File: src/rtl/dcp_egress_queue.sv
// Per-output-port egress FIFO behind one decoupled-crossbar output, with destination check.
// Optional saturating statistics counters are enabled by defining DCP_EGRESS_STATS_EN.
module dcp_egress_queue #(
  parameter int DW       = 8,
  parameter int AW       = 4,
  parameter int DEPTH    = 8,
  parameter int AFULL_TH = 6,
  parameter int PORT_ID  = 0
) (
  input  logic                         iClk,
  input  logic                         iRst,
  input  logic                         iInVld,
  input  logic [DW-1:0]                iInPld,
  input  logic [AW-1:0]                iInDst,
  output logic                         oInRdy,
  output logic                         oOutVld,
  output logic [DW-1:0]                oOutPld,
  input  logic                         iOutRdy,
  output logic [$clog2(DEPTH+1)-1:0]   oCount,
  output logic                         oAfull,
  output logic                         oMisroute
`ifdef DCP_EGRESS_STATS_EN
  ,
  output logic [31:0]                  oBeatCnt,
  output logic [15:0]                  oDropCnt,
  output logic [31:0]                  oStallCnt
`endif
);

  localparam int CW = $clog2(DEPTH + 1);
  localparam int PW = $clog2(DEPTH);
  localparam logic [AW-1:0] PORT_DST  = AW'(PORT_ID);
  localparam logic [CW-1:0] FULL_CNT  = CW'(DEPTH);
  localparam logic [CW-1:0] AFULL_CNT = CW'(AFULL_TH);

  logic [DW-1:0] mem_q [DEPTH];
  logic [PW-1:0] wr_ptr_q, wr_ptr_d;
  logic [PW-1:0] rd_ptr_q, rd_ptr_d;
  logic [CW-1:0] count_q, count_d;
  logic          afull_q, afull_d;
  logic          misroute_q, misroute_d;
  logic          in_rdy, out_vld, accept, dst_ok, push, pop;

  // Ready depends only on the registered count, never on iOutRdy.
  assign in_rdy  = (count_q < FULL_CNT);
  assign out_vld = (count_q != '0);
  assign accept  = iInVld && in_rdy;
  assign dst_ok  = (iInDst == PORT_DST);
  assign push    = accept && dst_ok;
  assign pop     = out_vld && iOutRdy;

  always_comb begin
    wr_ptr_d   = wr_ptr_q;
    rd_ptr_d   = rd_ptr_q;
    count_d    = count_q;
    misroute_d = misroute_q;
    if (push) wr_ptr_d = wr_ptr_q + PW'(1);
    if (pop)  rd_ptr_d = rd_ptr_q + PW'(1);
    case ({push, pop})
      2'b10:   count_d = count_q + CW'(1);
      2'b01:   count_d = count_q - CW'(1);
      default: count_d = count_q;
    endcase
    afull_d = (count_d >= AFULL_CNT);
    if (accept && !dst_ok) misroute_d = 1'b1;
  end

  always_ff @(posedge iClk or posedge iRst) begin
    if (iRst) begin
      wr_ptr_q   <= '0;
      rd_ptr_q   <= '0;
      count_q    <= '0;
      afull_q    <= 1'b0;
      misroute_q <= 1'b0;
    end else begin
      wr_ptr_q   <= wr_ptr_d;
      rd_ptr_q   <= rd_ptr_d;
      count_q    <= count_d;
      afull_q    <= afull_d;
      misroute_q <= misroute_d;
    end
  end

  // Storage needs no reset: the count gates every read of it.
  always_ff @(posedge iClk) begin
    if (push) mem_q[wr_ptr_q] <= iInPld;
  end

  assign oInRdy    = in_rdy;
  assign oOutVld   = out_vld;
  assign oOutPld   = out_vld ? mem_q[rd_ptr_q] : '0;
  assign oCount    = count_q;
  assign oAfull    = afull_q;
  assign oMisroute = misroute_q;

`ifdef DCP_EGRESS_STATS_EN
  logic [31:0] beat_cnt_q, beat_cnt_d;
  logic [15:0] drop_cnt_q, drop_cnt_d;
  logic [31:0] stall_cnt_q, stall_cnt_d;

  // All three counters saturate instead of wrapping.
  always_comb begin
    beat_cnt_d  = beat_cnt_q;
    drop_cnt_d  = drop_cnt_q;
    stall_cnt_d = stall_cnt_q;
    if (push && (beat_cnt_q != '1))                 beat_cnt_d  = beat_cnt_q + 32'd1;
    if (accept && !dst_ok && (drop_cnt_q != '1))    drop_cnt_d  = drop_cnt_q + 16'd1;
    if (out_vld && !iOutRdy && (stall_cnt_q != '1)) stall_cnt_d = stall_cnt_q + 32'd1;
  end

  always_ff @(posedge iClk or posedge iRst) begin
    if (iRst) begin
      beat_cnt_q  <= '0;
      drop_cnt_q  <= '0;
      stall_cnt_q <= '0;
    end else begin
      beat_cnt_q  <= beat_cnt_d;
      drop_cnt_q  <= drop_cnt_d;
      stall_cnt_q <= stall_cnt_d;
    end
  end

  assign oBeatCnt  = beat_cnt_q;
  assign oDropCnt  = drop_cnt_q;
  assign oStallCnt = stall_cnt_q;
`endif

endmodule
File: config.mk
export PLATFORM = sky130hd
export DESIGN_NAME = dcp_egress_queue
export DESIGN_NICKNAME = d
export VERILOG_FILES = /design/src/rtl/dcp_egress_queue.sv
export SDC_FILE = /design/constraint.sdc
export NUM_CORES = 1
export LEC_CHECK = 0
export ABC_CLOCK_PERIOD_IN_PS = 7200
export BUFFER_PORTS_ARGS = -buffer_cell sky130_fd_sc_hd__buf_2
export CAP_MARGIN = 10
export CORE_MARGIN = 5
export CORE_UTILIZATION = 38
export CTS_CLUSTER_DIAMETER = 80
export CTS_CLUSTER_SIZE = 16
export DETAILED_ROUTE_END_ITERATION = 10
export GPL_ROUTABILITY_DRIVEN = 0
export PLACE_DENSITY = 0.58
export SLEW_MARGIN = 15
export SYNTH_ARGS = -nofsm -noshare
export SYNTH_HDL_FRONTEND = slang
export SYNTH_SLANG_ARGS = --single-unit
File: constraint.sdc
create_clock -name iClk -period 7.2 [get_ports iClk]
set_clock_uncertainty 0.1 [all_clocks]
set_input_delay 0.72 -clock iClk [delete_from_list [all_inputs] [get_ports iClk]]
set_output_delay 0.72 -clock iClk [all_outputs]
set_load 0.02 [all_outputs]
==> results.toml <==
[sta]
max_freq_mhz = 346.4
period_share = 0.4009
final.setup.worst_slack_ns = 4.313
setup-violations-final = 0
hold_ws_ns = 0.2812
min_period_ns = 2.887
report.final.slew_viol_count = 0
hold_viol = 0
fin_tns_setup_ns = 0
rsz0062_at_grt = "false"
worst_pin_slew_ns = 0.9544
maxSlewHeadroom = 0.3614

[worst_setup_path]
max_stage_delay_ns = 0.92
critical_path.max_fanout = 18
end_kind = "output port"
crit_arrival_ns = 2.07
r2r_setup_slack_ns = 4.59
crit_path_start_kind = "flop"
worstReg2RegEnd = "oAfull"
crit_start = "rd_ptr_q[1]"
r2r-start = "oCount[3]"
cp_cell_sequence = "mux4_2 > mux2i_1 > nor2_1 > buf_2"
endpoint = "oOutPld[7]"
crit_required_ns = 6.38
criticalPathCategory = "reg2out"
critPathSlowestCell = "dfrtp_1"
r2r_cells = 8

[clock_tree]
cts_sinks = 76
path_clk_slew_ns = 0.08
clk_latency_ns = 0.34
cts-root-buf = "clkbuf_8"
numCtsBuffers = 9
clockBufferDepth = 2
htreeDepth = 3
postCtsHoldBufs = 0
cts_tree = "built"
post_cts_buffers = 0
cts_resized = 0

[routing]
ant_nets = 0
num_vias = 1672
routedWlPerCell_um = 18.62
drc_errors = 0
drtIter0Drc = 113
dr.pass1.iters = 4
vias_per_cell = 5.098
wirelength_um = 6108

[die]
ios = 32
core_area_um2 = 8175
die-area_um2 = 10310
num_rows = 33
die_x_um = 101.5
chipHeight_um = 101.5
start_util = 0.3895

[power_and_ir_drop]
intPower_mw = 0.8292
totalPowerFinal_mw = 1.284
combPwrFrac = 0.323
seqPwrFrac = 0.461
switching_share = 0.3541
p_leak_nw = 1.291
peakVddDrop_mv = 0.1351
power_density_nw_per_um2 = 352.1
p_clk_frac = 0.215
power.switching_mw = 0.4545

[worst_hold_path]
hold_class = "in2async"

[grt]
grt_busiest_layer = "met2"
grt_pass1_vias = 1743
grt_overflow_total = 0
global_route.usage.met1 = 0.1723
grt_start_max_net_pins = 19
grt_util_met3 = 0.02686
groute.usage.overall = 0.1306
grt_first_pass_wirelength_um = 9625
antenna_found_initial = 0
use_met2 = 0.2062

[logic_synthesis]
synth_warnings = 0
synth_edf_count = 64
syn_inst = 180
async_flop_share = 0.1579
syn_area_um2 = 3184
synth_seq_cells = 76
avgSynthCellArea_um2 = 17.69
synth_cell_types = 37
syn_nets = 200
yosysSeqAreaShare = 0.6978
synth-main-ff-cell = "edfxtp_1"

[cells_and_area]
final_util = 0.4460
design_area_um2 = 3646
drive_gt1_frac = 0.3408
instances_no_fill = 328
diodes = 0
nets = 238
areaGrowthSynthToFinish_pct = 14.50

[placement]
dpl_cell_area_um2 = 3475
place_ws_ns = 4.130
dp.final_hpwl_um = 3923
post-place-cells = 312
io_buffers = 31

[run_status]
status = "finished clean"

[run]
max_cap_viol_count = 0
per-layer routing:
metal | vias up | part of all wire | routed length (µm)
met4 | 0 | 0.022 | 135
met1 | 849 | 0.44 | 2704
met5 | - | 0 | 0
met3 | 12 | 0.042 | 255
met2 | 35 | 0.49 | 3013
li1 | 776 | - | -
synthesized netlist by cell type (3+ instances only):
cell type	number	share of area
mux2i_1	9	0.028
nand2b_1	4	0.0079
edfxtp_1	64	0.60
dfrtp_1	12	0.094
xnor2_1	6	0.017
nand2_1	11	0.013
buf_2	3	0.0047
ha_1	4	0.016
inv_1	6	0.0071
mux4_2	16	0.11
nor2_1	13	0.015
nor3_1	5	0.0079
worst max-delay path, delay by kind of cell (launching register included):
| kind | cells | cell delay (ns) |
|---|---|---|
| buffers and inverters | 1 | 0.16 |
| and+or+nand+nor | 1 | 0.05 |
| muxes | 2 | 0.59 |
| DFF | 1 | 0.92 |
registers in the layout, summed over array words and instances, names as in the netlist:
register	cells
mem_q	64
rd_ptr_q	3
oAfull	1
oMisroute	1
wr_ptr_q	3
oCount	4
power groups by stage:
stage          registers, mW  logic, mW  clock network (mW)
6_report               0.592      0.415               0.277
5_1_grt                0.603      0.456               0.304
4_1_cts                0.594      0.424               0.285
3_5_place_dp           0.604      0.424                   0
3_3_place_gp           0.603      0.420                   0
2_1_floorplan          0.557      0.348                   0
kinds of logic (layout without fill, tap and decap cells):
logic type,Yosys count,count (layout),synth area share
buffers and inverters,14,57,0.02043
DFF,76,76,0.6978
and+or+nand+nor,43,43,0.07270
adders and majority gates,4,4,0.01572
AOI/OAI and AO/OA,10,10,0.02908
muxes,26,26,0.1450
xor gates and xnor gates,7,7,0.01925
cell type report:
type,instances,area [µm²]
clock buffers,9,123.9
clock inverters,7,42.54
fillers,728,4529
inverters,6,22.52
multi-input cells,90,918.4
flip-flops and latches,76,2222
well taps,105,131.4
repair buffers,35,185.2
cells in the final DEF, fill, tap and decap left out, types with 2 or more instances in the layout:
cell,instances
mux2i_1,9
edfxtp_1,64
xnor2_1,6
mux4_2,16
clkinv_2,2
clkinv_1,2
inv_1,6
buf_2,31
clkbuf_8,9
nor3_1,2
nor4_2,2
dfrtp_1,12
a21oi_1,2
buf_4,4
nor2_1,13
nand2b_1,4
nor3_2,3
nand2_1,11
ha_1,4
worst min-delay path by stage:
stage / start / endpoint / slack (ns)
final: iRst / oAfull / 0.28
after global routing: iRst / oCount[3] / 0.33
after CTS: iRst / oAfull / 0.28
after detailed placement: oMisroute / oMisroute / 0.40
after global placement: oMisroute / oMisroute / 0.35
after floorplan: wr_ptr_q[2] / wr_ptr_q[2] / 0.42
Power figures use the tool's default switching activity.
